===== src/rtl/imem_loader.sv =====
// Byte-stream program loader writing 16-bit big-endian words into instruction memory.
// Optional trailing XOR checksum byte is enabled with `define LOADER_CHECKSUM_EN.
module imem_loader #(
    parameter int ADDR_W = 8
) (
    input  logic              Clock,
    input  logic              Reset_n,
    input  logic              Start,
    input  logic [7:0]        Byte_In,
    input  logic              Byte_Valid,
    output logic              Byte_Ready,
    output logic              Mem_WE,
    output logic [ADDR_W-1:0] Mem_Addr,
    output logic [15:0]       Mem_WData,
    output logic              Cpu_Hold,
    output logic              Busy,
    output logic              Done,
    output logic              Err
);

    localparam logic [16:0] DEPTH = 17'(2 ** ADDR_W);

    typedef enum logic [2:0] {
        S_IDLE, S_HDR_HI, S_HDR_LO, S_DAT_HI,
        S_DAT_LO, S_WRITE, S_CHK, S_DONE
    } state_t;

    state_t            r_state;
    logic [15:0]       r_n;
    logic [16:0]       r_cnt;
    logic [7:0]        r_hi;
    logic [7:0]        r_csum;
    logic              r_ready;
    logic              r_we;
    logic [ADDR_W-1:0] r_addr;
    logic [15:0]       r_wdata;
    logic              r_hold;
    logic              r_done;
    logic              r_err;

    logic              w_hs;
    logic [16:0]       w_cnt_nx;
    logic [16:0]       w_hdr;

    assign w_hs     = Byte_Valid && r_ready;
    assign w_cnt_nx = r_cnt + 17'd1;
    assign w_hdr    = {1'b0, r_n[15:8], Byte_In};

    always_ff @(posedge Clock or negedge Reset_n) begin
        if (!Reset_n) begin
            r_state <= S_IDLE;
            r_n     <= '0;
            r_cnt   <= '0;
            r_hi    <= '0;
            r_csum  <= '0;
            r_ready <= 1'b0;
            r_we    <= 1'b0;
            r_addr  <= '0;
            r_wdata <= '0;
            r_hold  <= 1'b0;
            r_done  <= 1'b0;
            r_err   <= 1'b0;
        end else begin
            r_we   <= 1'b0;
            r_done <= 1'b0;
            case (r_state)
                S_IDLE: if (Start) begin
                    r_state <= S_HDR_HI;
                    r_ready <= 1'b1;
                    r_hold  <= 1'b1;
                    r_err   <= 1'b0;
                    r_cnt   <= '0;
                    r_addr  <= '0;
                    r_csum  <= '0;
                end
                S_HDR_HI: if (w_hs) begin
                    r_n[15:8] <= Byte_In;
                    r_state   <= S_HDR_LO;
                end
                S_HDR_LO: if (w_hs) begin
                    r_n[7:0] <= Byte_In;
                    if (w_hdr > DEPTH) r_err <= 1'b1;
                    if (w_hdr == 17'd0) begin
`ifdef LOADER_CHECKSUM_EN
                        r_state <= S_CHK;
`else
                        r_state <= S_DONE;
                        r_ready <= 1'b0;
                        r_done  <= 1'b1;
`endif
                    end else begin
                        r_state <= S_DAT_HI;
                    end
                end
                S_DAT_HI: if (w_hs) begin
                    r_hi    <= Byte_In;
                    r_csum  <= r_csum ^ Byte_In;
                    r_state <= S_DAT_LO;
                end
                S_DAT_LO: if (w_hs) begin
                    r_wdata <= {r_hi, Byte_In};
                    r_csum  <= r_csum ^ Byte_In;
                    r_addr  <= r_cnt[ADDR_W-1:0];
                    // words past the end of memory are consumed but not written
                    r_we    <= (r_cnt < DEPTH);
                    r_ready <= 1'b0;
                    r_state <= S_WRITE;
                end
                S_WRITE: begin
                    r_cnt <= w_cnt_nx;
                    if (w_cnt_nx == {1'b0, r_n}) begin
`ifdef LOADER_CHECKSUM_EN
                        r_state <= S_CHK;
                        r_ready <= 1'b1;
`else
                        r_state <= S_DONE;
                        r_done  <= 1'b1;
`endif
                    end else begin
                        r_state <= S_DAT_HI;
                        r_ready <= 1'b1;
                    end
                end
                S_CHK: if (w_hs) begin
                    if (Byte_In != r_csum) r_err <= 1'b1;
                    r_ready <= 1'b0;
                    r_done  <= 1'b1;
                    r_state <= S_DONE;
                end
                S_DONE: begin
                    r_state <= S_IDLE;
                    r_hold  <= 1'b0;
                end
                default: begin
                    r_state <= S_IDLE;
                    r_hold  <= 1'b0;
                    r_ready <= 1'b0;
                end
            endcase
        end
    end

    assign Byte_Ready = r_ready;
    assign Mem_WE     = r_we;
    assign Mem_Addr   = r_addr;
    assign Mem_WData  = r_wdata;
    assign Cpu_Hold   = r_hold;
    assign Busy       = r_hold;
    assign Done       = r_done;
    assign Err        = r_err;

endmodule


===== config.mk =====
export PLATFORM = sky130hd
export DESIGN_NAME = imem_loader
export DESIGN_NICKNAME = d
export VERILOG_FILES = /design/src/rtl/imem_loader.sv
export SDC_FILE = /design/constraint.sdc
export NUM_CORES = 1
export LEC_CHECK = 0
export CAP_MARGIN = 15
export CELL_PAD_IN_SITES_DETAIL_PLACEMENT = 0
export CELL_PAD_IN_SITES_GLOBAL_PLACEMENT = 1
export CORE_ASPECT_RATIO = 0.9
export CORE_MARGIN = 1
export CORE_UTILIZATION = 43
export CTS_CLUSTER_DIAMETER = 150
export DETAILED_ROUTE_END_ITERATION = 10
export PLACE_DENSITY = 0.76
export SLEW_MARGIN = 20
export SYNTH_ARGS = -nofsm -noshare
export SYNTH_HDL_FRONTEND = slang
export SYNTH_SLANG_ARGS = --single-unit

===== constraint.sdc =====
create_clock -name Clock -period 2.49 [get_ports Clock]
set_input_delay 0.498 -clock Clock [delete_from_list [all_inputs] [get_ports Clock]]
set_output_delay 0.498 -clock Clock [all_outputs]
set_load 0.02 [all_outputs]

==> results.json, run 1 <==
{
  "rows": 34,
  "ys_seq_elements": 81,
  "gp_congestion": 0.854,
  "grt_overflow": 0,
  "drive_above_1_share_pct": 15.1,
  "pre_cts_ws_ns": 0.108,
  "start_util_pct": 44.4,
  "dp_cells": 592,
  "stdcell_area_mm2": 0.00518,
  "synthArstFlopShare_pct": 100,
  "grt_usage_pct": 21.8,
  "drt-total-wl_um": 10500,
  "htreeDepth": 3,
  "critical_path_class": "flop to flop",
  "p_leak_nw": 2.15,
  "die_h_um": 96.9,
  "outcome": "finished clean",
  "port_buffers": 41,
  "finalHoldViolations": 0,
  "cts_tree": "yes",
  "antenna_found_initial": 0,
  "cts_resized": 0,
  "ant_nets": 0,
  "dr.pass1.iters": 5,
  "critPathLaunchType": "flop",
  "finalWorstSetupSlack_ns": 0.248,
  "drt_first_iter_violations": 139,
  "mostFrequentLayoutCells": "dfrtp_1 (81), nand2_1 (57), clkdlybuf4s50_1 (40)",
  "avgRoutedWirePerCell_um": 17.3,
  "postCtsSetupBuffers": 0,
  "finalCritPeriodShare_pct": 90.1,
  "worstPathRequired_ns": 2.73,
  "rsz0062_at_grt": "false",
  "n_antenna_cell": 0,
  "power_density_mw_per_mm2": 1020,
  "vias_per_cell": 5.56,
  "cts_buffer_depth": 2,
  "synth_warnings": 0,
  "synth_edf_count": 0,
  "fin_skew_ns": 0.0146,
  "ys_seq_area_share_pct": 47.1,
  "ctsHoldBuffers": 0,
  "final_common_cell": "dfrtp_1",
  "max_freq_mhz": 446,
  "cts_buffers": 9,
  "drc_errors": 0,
  "vias": 3383,
  "min_period_ns": 2.24,
  "finalPower_mw": 5.30,
  "dp_hpwl_um": 7520,
  "grt_pass1_vias": 3371,
  "syn_to_final_growth_pct": 20.5,
  "synthFlopType": "dfrtp_1",
  "clock_latency_ns": 0.37,
  "hp-class": "input port to asynchronous set/reset pin",
  "crit_fanout": 8,
  "slew_headroom_pct": 56.0,
  "final_core_util_pct": 53.5,
  "nets": 490,
  "clk_pin_slew_ns": 0.09,
  "cts_root_buf": "clkbuf_8",
  "syn_nets": 434,
  "ir_drop_uv": 554,
  "tns_ns": 0,
  "core-area_mm2": 0.00970,
  "synth_cell_types": 63,
  "syn_area_mm2": 0.00430,
  "critPathArrivalTime_ns": 2.48,
  "endpoint_kind": "flop",
  "setup_viol": 0,
  "syn_inst": 421,
  "grt_pass1_wl_um": 17500,
  "pin_count": 42,
  "die_area_mm2": 0.0104,
  "numClockSinks": 81,
  "placed_cell_area_mm2": 0.00497,
  "avgSynthCellArea_um2": 10.2,
  "max_cap_viol_count": 0,
  "worst_pin_slew_ns": 0.658,
  "die_x_um": 107,
  "slew_violations": 0,
  "hold_slack_ns": 0.139,
  "grt_max_degree": 48,
  "stdcell_count": 608
}
==> cell usage after synthesis (2+ instances only) <==
cell type	number	share of area, %
mux2_1	31	8.1
o22ai_1	2	0.29
nor4_1	11	1.6
o21ai_1	16	1.9
buf_2	10	1.2
a21oi_1	6	0.70
o211a_1	2	0.47
dfrtp_1	81	47
mux2i_1	3	0.70
o21ai_0	30	3.5
nor2b_1	3	0.44
a2111oi_2	2	0.70
nand2_1	57	5.0
or3_1	3	0.44
clkbuf_2	2	0.23
xnor2_1	18	3.7
clkbuf_1	9	0.79
buf_6	2	0.52
nand2b_1	12	1.7
a31oi_1	6	0.87
nor4_2	3	0.87
nand4_1	7	1.0
nor2_1	17	1.5
o31ai_1	3	0.52
xor2_1	9	1.8
mux2_2	8	2.1
o41ai_1	2	0.41
nand3_1	9	1.0
nor3_1	6	0.70
inv_1	7	0.61
and3_1	3	0.44
buf_4	3	0.52
o2bb2ai_1	8	1.6
==> flip-flops by register name (all words and copies together) (netlist names) <==
signal / count
Done: 1
Busy: 1
Err: 1
r_state: 3
r_csum: 8
r_cnt: 17
Mem_WE: 1
Mem_Addr: 8
Mem_WData: 16
r_n: 16
Byte_Ready: 1
r_hi: 8
==> critical path, cell delays in order (launching register included) <==
cell and delay, ns:
dfrtp_1 0.40, buf_4 0.17, nand3_1 0.21, nor3_1 0.13
or3b_2 0.48, a211oi_1 0.29, and4b_1 0.34, a31oi_1 0.11
==> cell families after synthesis <==
logic type,synth area share [%]
buf+inv,4.01
xor+xnor,5.50
simple gates,18.5
compound gates,13.7
mux,10.9
flops,47.1
fa+ha+maj,0.291
==> per-layer routing <==
layer | wire, um | up-vias | part of all wire, % | track usage (%)
met4 | 197 | 0 | 1.9 | 7.90
met1 | 4760 | 1654 | 45 | 28.8
met3 | 400 | 19 | 3.8 | 4.51
met5 | 0 | - | 0 | 0
met2 | 5160 | 84 | 49 | 35.3
li1 | - | 1626 | - | -
==> layout make-up <==
type,count,area [um^2]
inverter,8,30.0
clock buffer,9,124
multi-input combinational,305,2100
timing repair buffer,72,653
clock inverter,7,90.1
tap,126,158
fill,889,4510
sequential,81,2030
==> final timing paths <==
kind | start | to | slack, ns | cells past startpoint
max in group asynchronous | Reset_n | r_cnt[3] | 1.64 | 2
min | Reset_n | Mem_Addr[4] | 0.14 | 1
min reg2reg | Mem_Addr[6] | Mem_Addr[6] | 0.49 | 2
max reg2reg | r_cnt[0] | Byte_Ready | 0.25 | 7
min in group Clock | Mem_Addr[6] | Mem_Addr[6] | 0.49 | 2
max | r_cnt[0] | Byte_Ready | 0.25 | 7
==> power breakdown <==
| group | leakage [nW] | switching [mW] | internal (mW) |
|---|---|---|---|
| combinational | 1.00 | 1.10 | 1.01 |
| sequential | 1.04 | 0.394 | 1.74 |
| clock | 0.110 | 0.565 | 0.494 |
No activity file was read; power rests on OpenSTA's default activity.
==> inputs of run 2 (changes only) <==
ABC_AREA = 1   (was default)
CORE_MARGIN = 3   (was 1)
PLACE_DENSITY = 0.79   (was 0.76)
SLEW_MARGIN = 10   (was 20)
==> results.json, run 2 <==
{
  "outcome": "finished clean",
  "drive_above_1_share_pct": 11.2,
  "dr.pass1.iters": 5,
  "p_leak_nw": 2.30,
  "die_x_um": 109,
  "drt-total-wl_um": 10000,
  "dp_hpwl_um": 7310,
  "rows": 33,
  "avgSynthCellArea_um2": 8.40,
  "finalCritPeriodShare_pct": 84.2,
  "final-seq-area_mm2": 0.00203,
  "numClockSinks": 81,
  "synthArstFlopShare_pct": 100,
  "grt_pass1_vias": 3389,
  "cts_root_buf": "clkbuf_8",
  "antenna_found_initial": 0,
  "internal_power_mw": 2.87,
  "slowest_delay_ns": 0.47,
  "multi_input_area_mm2": 0.00184,
  "synth_most_common_cell": "nand2_1",
  "grt_pass1_wl_um": 17000,
  "postCtsSetupBuffers": 0,
  "clk_pin_slew_ns": 0.09,
  "synthFlopType": "dfrtp_1",
  "synth_top_family_by_area": "simple AND/OR/NAND/NOR gates",
  "nets": 552,
  "comb_power_share_pct": 37.8,
  "r2r_cells": 12,
  "rsz0062_at_grt": "false",
  "clock_latency_ns": 0.36,
  "min_period_ns": 2.10,
  "switching_share_pct": 41.2,
  "syn_to_final_growth_pct": 19.0,
  "power_density_mw_per_mm2": 998,
  "synthMuxAreaShare_pct": 2.19,
  "avgRoutedWirePerCell_um": 15.1,
  "vias_per_cell": 5.25,
  "n_antenna_cell": 0,
  "worst_pin_slew_ns": 0.497,
  "cts_tree": "yes",
  "cts_resized": 0,
  "pin_count": 42,
  "gp_congestion": 0.804,
  "ys_seq_elements": 81,
  "syn_area_mm2": 0.00411,
  "p_sw_mw": 2.01,
  "critPathArrivalTime_ns": 2.35,
  "synth_edf_count": 0,
  "die_h_um": 98.7,
  "pre_cts_ws_ns": 0.307,
  "cts_buffer_depth": 2,
  "critical_path_class": "flop to flop",
  "ir_drop_uv": 520,
  "finalPower_mw": 4.88,
  "slew_violations": 0,
  "yosys-top-cells-count": "nand2_1 (131), dfrtp_1 (81), nand3_1 (57)",
  "start_util_pct": 44.6,
  "slew_headroom_pct": 66.8,
  "ctsHoldBuffers": 0,
  "vias": 3494,
  "yosysTopAreaCell": "dfrtp_1",
  "critPathLaunchType": "flop",
  "fin_skew_ns": 0.00990,
  "port_buffers": 41,
  "syn_inst": 489,
  "htreeDepth": 3,
  "synthSimpleGateAreaFrac_pct": 28.3,
  "largest_register": "r_cnt",
  "synth_cell_types": 38,
  "clkPwrFrac_pct": 19.8,
  "finalWorstSetupSlack_ns": 0.394,
  "drt_first_iter_violations": 197,
  "synth_xor_area_share_pct": 4.08,
  "crit_slowest_cell": "dfrtp_1",
  "mostFrequentLayoutCells": "nand2_1 (131), dfrtp_1 (81), nand3_1 (57)",
  "yosys.area_share.adder_pct": 0.305,
  "synth_warnings": 0,
  "hold_slack_ns": 0.0808,
  "tns_ns": 0,
  "synth_top_cell_area_share_pct": 49.3,
  "cts_buffers": 9,
  "hp-class": "input port to asynchronous set/reset pin",
  "drc_errors": 0,
  "synthTopCellsByArea": "dfrtp_1 (49%), nand2_1 (12%), nand3_1 (6.9%)",
  "endpoint_kind": "flop",
  "grt_overflow": 0,
  "fillCellCount": 924,
  "seqPwrFrac_pct": 42.4,
  "final_common_cell": "nand2_1",
  "max_freq_mhz": 477,
  "grt_usage_pct": 20.2,
  "max_cap_viol_count": 0,
  "finalHoldViolations": 0,
  "crit_fanout": 5,
  "grt_max_degree": 51,
  "ys_seq_area_share_pct": 49.3,
  "setup_viol": 0,
  "largest_register_ffs": 17,
  "die_area_mm2": 0.0108,
  "core-area_mm2": 0.00921,
  "syn_nets": 502,
  "ant_nets": 0,
  "crit_chain": "ha_1 > nand3_1 > nor2_1 > nand4_1 > nand3_1 > nand2_1 > nor2_1 > nand2_1 > nor2_2 > nand2_2 > nand3_1 > nand2_1",
  "synth_compound_area_share_pct": 9.81,
  "worstPathRequired_ns": 2.74
}
-- run 2: cell count changes in the layout (fill, tap and decap cells not counted), sizes merged, moves of 6 or more --
cell | before | now
nand2b | 12 | 0
nor2 | 17 | 34
a31oi | 6 | 0
nor4 | 15 | 3
inv | 13 | 52
nand3 | 11 | 58
buf | 32 | 11
o2bb2ai | 8 | 0
nand2 | 57 | 139
xnor2 | 18 | 4
o22ai | 2 | 10
mux2 | 39 | 8
-- run 2: final timing paths --
path	from	endpoint	slack [ns]
worst max-delay path	r_cnt[0]	Byte_Ready	0.39
worst min-delay path	Reset_n	r_cnt[14]	0.08
worst max register to register	r_cnt[0]	Byte_Ready	0.39
worst min register to register	Mem_WData[5]	Mem_WData[5]	0.49
max in group asynchronous	Reset_n	Mem_WData[15]	1.79
min in group Clock	Mem_WData[5]	Mem_WData[5]	0.49
-- run 2: area by class of cell --
class / count / share of cell area, %
sequential: 81 / 41.5
multi-input combinational: 348 / 37.6
timing repair buffer: 51 / 10.1
inverter: 48 / 3.69
tap: 122 / 3.12
clock buffer: 9 / 2.53
clock inverter: 7 / 1.48
-- run 2: kinds of logic (layout without fill, tap and decap cells) --
family | Yosys count | after routing
mux | 8 | 8
simple gates | 255 | 255
fa+ha+maj | 1 | 1
compound gates | 68 | 68
flops | 81 | 81
buf+inv | 60 | 115
xor+xnor | 16 | 16
-- run 2: routing by layer --
layer	vias to the layer above	track usage [%]	routed length [um]	part of all wire [%]
met5	-	0	0	0
met4	0	4.85	115	1.1
met3	8	3.99	510	5.1
met2	86	32.2	4760	47
met1	1672	28.2	4670	46
li1	1728	-	-	-
-- run 2: stage by stage --
step	area, um^2	utilization [%]	std cells
finish	4890	53.1	666
global placement	4690	51.0	650
CTS	4890	53.1	666
global route	4890	53.1	666
floorplan	4110	-	489
detailed placement	4690	51.0	650
-- run 2: power groups by stage --
stage | clock network, mW | logic [mW] | registers (mW)
5_1_grt | 1.05 | 2.08 | 2.13
4_1_cts | 0.998 | 1.86 | 2.07
2_1_floorplan | 0 | 1.19 | 2.11
3_3_place_gp | 0 | 1.84 | 2.09
6_report | 0.966 | 1.85 | 2.07
3_5_place_dp | 0 | 1.86 | 2.09
-- run 2: worst max-delay path, delay by kind of cell, from the launching register on --
family | cells | cell delay (ns)
simple gates | 11 | 1.23
flops | 1 | 0.47
fa+ha+maj | 1 | 0.27
==> patch 1, RTL diff (settings of run 1) <==
Encoding of `state_t`: now Gray code (3 bits for 8 states).
--- a/src/rtl/imem_loader.sv
+++ b/src/rtl/imem_loader.sv
@@ -23,4 +23,4 @@
     typedef enum logic [2:0] {
-        S_IDLE, S_HDR_HI, S_HDR_LO, S_DAT_HI,
-        S_DAT_LO, S_WRITE, S_CHK, S_DONE
+        S_IDLE = 3'b000, S_HDR_HI = 3'b001, S_HDR_LO = 3'b011, S_DAT_HI = 3'b010,
+        S_DAT_LO = 3'b110, S_WRITE = 3'b111, S_CHK = 3'b101, S_DONE = 3'b100
     } state_t;
Behaviour: same outputs for any inputs over 10 cycles, from zero or initial values and one cycle with Reset_n low; not proved beyond that.
==> patch 1 against run 1 <==
Count of clock-buffer cells in the layout did not move. Routed wire length fell by 2.6%. Area after synthesis fell by 1.3%. Global-route usage fell by 0.15 points. Cell area fell by 0.68%. Critical path type unchanged. Setup slack got worse by 0.059 ns. Sequential cell count did not move. Sequential share of layout area rose by 0.27 points. Critical path depth did not move.
Power is not compared: it rests on default switching activity, and its combinational part moved more than twofold at a synthesized area within 25%.
==> patch 1: results (changes against run 1) <==
worst slew pin tran 0.707 ns (+0.0491 ns); Synth cell types 55 (-13%); fraction of layout cells with a size suffix above 1 22.1% (+6.9 points); fin nets 489 (-0.20%); first-pass GRT wire length 16700 µm (-4.5%); post-DP HPWL 7190 µm (-4.4%); detailed-router iteration count before antenna repair 4 (-1); worst skew pair latency 0.36 ns; register area share after synthesis 47.7% (+0.60 points); DP Area 4960 µm² (-0.23%); Cell Rows 34 (unchanged); PostCTS Resize Cnt 0 (unchanged); Post-synth ARST share 100% (unchanged); initial antenna violation count 0 (unchanged); global router's overall resource usage 21.7% (-0.15 points); vias in the first global route 3114 (-7.6%); Clock Tree Buf Depth 2 (unchanged); pin count of the biggest net entering global routing 36 (-25%); Worst-path clk slew 0.09 ns (about the same); I/O Buffers 41 (unchanged); crit path DAT 2.55 ns (+0.07 ns); top cells by count, synth dfrtp_1 (81), o21ai_0 (53), mux2_2 (40); vias 3309 (-2.2%); Worst Path Max Fanout 5 (-3); ranking of synthesized cells by area dfrtp_1 (48%), mux2_2 (11%), o21ai_0 (6.2%), xnor2_1 (4.1%), nand2_1 (2.7%); status finished clean; gpl congestion 0.897 (+5.1%); Worst Hold Class in2async; # H-tree levels 3 (unchanged); most flop-heavy register r_cnt; TritonCTS Buffers 9 (unchanged); post-CTS setup buffers 0 (unchanged); max reg flops 17 (unchanged); Max Clock Skew 0.0107 ns (-0.00392 ns); DR iter-0 viols 143 (+2.9%); final WL 10200 µm (-2.6%); combined area of the multi-input logic cells 2060 µm² (-2.1%); filler instances 885 (-0.45%); Main synth FF type dfrtp_1; syn nets 428 (-1.4%)
patch 1: cell types whose count changed after synthesis, moves of 4 or more:
cell / run 1 / this run
a21oi_1: 6 / 15
buf_2: 10 / 4
mux2_1: 31 / 0
mux2_2: 8 / 40
nand2_1: 57 / 30
nand3_1: 9 / 22
nor2_1: 17 / 24
nor4_1: 11 / 7
o21ai_0: 30 / 53
o21ai_1: 16 / 2
o2bb2ai_1: 8 / 0
o31ai_1: 3 / 8
patch 1: layout make-up:
cell class,count,area share (%)
Clock inverter,6,1.29
Multi-Input combinational cell,302,40.0
Timing Repair Buffer,72,13.2
Inverter,10,0.729
Clock buffer,9,2.41
Sequential cell,81,39.4
Tap cell,126,3.06
patch 1: power by group through the flow:
stage	clock network [µW]	logic (µW)	registers, µW
6_report	980	89.2	1310
3_5_place_dp	0	90.5	1340
4_1_cts	1010	90.8	1310
3_3_place_gp	0	89.7	1340
5_1_grt	1060	99.0	1310
2_1_floorplan	0	10.6	1340
patch 1: path summary, 6_finish.rpt:
kind | start | cells after the start | slack, ns | end
worst max-delay path | r_cnt[1] | 7 | 0.19 | r_state[1]
worst min-delay path | Reset_n | 1 | 0.07 | r_cnt[5]
worst max register to register | r_cnt[1] | 7 | 0.19 | r_state[1]
worst min register to register | r_hi[2] | 1 | 0.51 | r_hi[2]
max in group asynchronous | Reset_n | 2 | 1.83 | Mem_WData[8]
min in group Clock | r_hi[2] | 1 | 0.51 | r_hi[2]
patch 1: layer usage:
metal	vias up	share of wire [%]	global-route usage, %
met2	71	43	31.9
met3	12	4.0	5.35
met5	-	0	0
li1	1608	-	-
met4	0	1.7	6.96
met1	1618	51	31.2
patch 1: cells by family (layout without fill, tap and decap cells):
logic type	Yosys count	in the layout	share of synthesized area (%)
adder cells (fa/ha/maj)	1	1	0.294
buffers and inverters	32	97	3.83
multiplexers	41	41	10.8
AO/OA/AOI/OAI	96	96	13.0
XOR/XNOR	32	32	6.60
AND/OR/NAND/NOR	132	132	17.7
flip-flops	81	81	47.7
patch 1: worst max-delay path: stages (launching register included):
cell,delay [ns]
dfrtp_1,0.43
ha_1,0.33
nand3_1,0.24
xnor2_1,0.23
nand4_1,0.19
nor4_2,0.41
and4_4,0.30
a21oi_2,0.06
patch 1: through the flow:
stage | cells | worst slack [ns]
after floorplan | 415 | 0.496
after global placement | 591 | 0.106
after detailed placement | 591 | 0.144
after CTS | 606 | 0.234
after global routing | 606 | 0.0743
final | 606 | 0.189
==> patch 2, RTL diff (config.mk and constraints of run 1) <==
Made on the original files. Change the parameter `ADDR_W` from 8 to 6.
--- a/src/rtl/imem_loader.sv
+++ b/src/rtl/imem_loader.sv
@@ -3,3 +3,3 @@
 module imem_loader #(
-    parameter int ADDR_W = 8
+    parameter int ADDR_W = 6
 ) (
Ports: changed (resized Mem_Addr); port bits go from 42 to 40. The function was not compared with the original's and may differ.
==> patch 2 against run 1 <==
Area after synthesis shrank 3.9%. Power grew 1.9%. Setup slack lost 0.15 ns. Cell area grew 1.0%. Routed wire length shrank 0.43%. Sequential cell count shrank 2. Critical path type unchanged.
==> patch 2: results (changes against run 1) <==
status finished clean; clock root buffer clkbuf_8; Max Clock Skew 0.0138 ns (-0.000797 ns); Syn Inst Count 422 (+0.24%); crit path DAT 2.70 ns (+0.22 ns); register area share after synthesis 47.8% (+0.69 points); global router's overall resource usage 22.4% (+0.62 points); fin nets 509 (+3.9%); Post-synth ARST share 100% (unchanged); Leak 0.00220 µW (+2.1%); routed length per instance 16.8 µm (-2.8%); Worst Hold Class in2async; CP max-delay cell or4b_1; DR iter-0 viols 162 (+17%); Antenna diodes 0 (unchanged); initial antenna violation count 0 (unchanged); WS Path Type reg2reg; Synth cell types 44 (-30%); Clock Tree Buf Depth 2 (unchanged); normalized max-slew margin 45.2% (-11 points); TritonCTS Buffers 9 (unchanged); worst skew pair latency 0.37 ns (about the same); max reg flops 17 (unchanged); CP peak stage delay 0.61 ns (+0.13 ns); post-DP HPWL 7540 µm (+0.36%); CTS tree done; detailed-router iteration count before antenna repair 4 (-1); Vias/cell 5.50 (-1.2%); Worst-path clk slew 0.09 ns (about the same); yosys warns 0 (unchanged); syn nets 435 (+0.23%); reg2reg start r_cnt[0]; Max VDD drop 554 µV (about the same); vias 3424 (+1.2%); Placed Cells incl. Taps 601 (+1.5%); vias in the first global route 3230 (-4.2%); most flop-heavy register r_cnt; gpl congestion 0.865 (+1.3%); I/O Buffers 39 (-4.9%); ranking of synthesized cells by area dfrtp_1 (48%), mux2_2 (11%), o21ai_0 (6.8%), nand2_1 (4.1%), xnor2_1 (3.6%); fraction of layout cells with a size suffix above 1 25.9% (+11 points); # H-tree levels 3 (unchanged); Worst Path Max Fanout 6 (-2); top cells by count, synth dfrtp_1 (79), o21ai_0 (56), nand2_1 (45); pin count of the biggest net entering global routing 64 (+33%); first-pass GRT wire length 17000 µm (-2.9%)
patch 2: cell types whose count changed in the layout (fill, tap and decap cells not counted), sizes merged, moves of 4 or more:
cell / before / now
o31ai: 3 / 8
nand3: 11 / 15
nand2b: 12 / 2
o2bb2ai: 8 / 0
buf: 32 / 57
o211ai: 1 / 5
o21ai: 46 / 56
nand2: 57 / 45
nor2: 17 / 34
nand4: 8 / 4
inv: 13 / 8
patch 2: report_power, final:
group	switching, µW	leakage, µW	internal [µW]
sequential	334	0.00101	1720
clock	532	0.0000964	473
combinational	1220	0.00109	1120
patch 2: worst paths after layout:
path / to / slack [ns] / cells after the start
worst max-delay path: Done / 0.1 / 9
worst min-delay path: Mem_Addr[3] / 0.22 / 1
worst max register to register: Done / 0.1 / 9
worst min register to register: Mem_Addr[2] / 0.48 / 2
max in group asynchronous: r_hi[0] / 1.60 / 2
min in group Clock: Mem_Addr[2] / 0.48 / 2
patch 2: layout make-up:
class,count,area [µm²]
Clock inverter,7,80.1
Timing Repair Buffer,95,820
Tap cell,122,153
Multi-Input combinational cell,305,2060
Inverter,6,22.5
Fill cell,818,3970
Sequential cell,79,1980
Clock buffer,9,124
patch 2: kinds of logic after synthesis:
kind of cell | count (synthesis) | synth area share [%]
xor+xnor | 29 | 6.14
fa+ha+maj | 1 | 0.302
simple gates | 138 | 16.8
flops | 79 | 47.8
buf+inv | 38 | 3.87
compound gates | 92 | 12.9
mux | 45 | 12.1
patch 2: critical path: cells and delay by family, from the launching register on:
family,cells,cell delay (ns)
compound gates,2,0.27
buf+inv,2,0.29
mux,1,0.33
simple gates,4,1.04
flops,1,0.40
patch 2: routing by layer:
layer	up-vias	global-route usage [%]	part of all wire (%)
met3	12	4.44	4.8
met1	1682	32.1	49
met5	-	0	0
met4	0	7.28	1.2
met2	87	34.2	45
li1	1643	-	-
patch 2: metrics by stage:
| stage | worst slack (ns) | util, % | cell area [µm²] |
|---|---|---|---|
| after CTS | 0.0622 | 55.9 | 5150 |
| after global routing | -0.0267 | 56.9 | 5240 |
| after global placement | 0.0971 | 53.5 | 4930 |
| after detailed placement | -0.0357 | 53.5 | 4930 |
| final | 0.0995 | 56.9 | 5240 |
| after floorplan | 0.00122 | - | 4160 |
patch 2: what timing repair did:
action	4_1_cts	5_1_grt
setup endpoints to repair	1	3
hold buffers	0	0
setup buffers	2	4
gates resized for setup	0	14
pin swaps	2	7
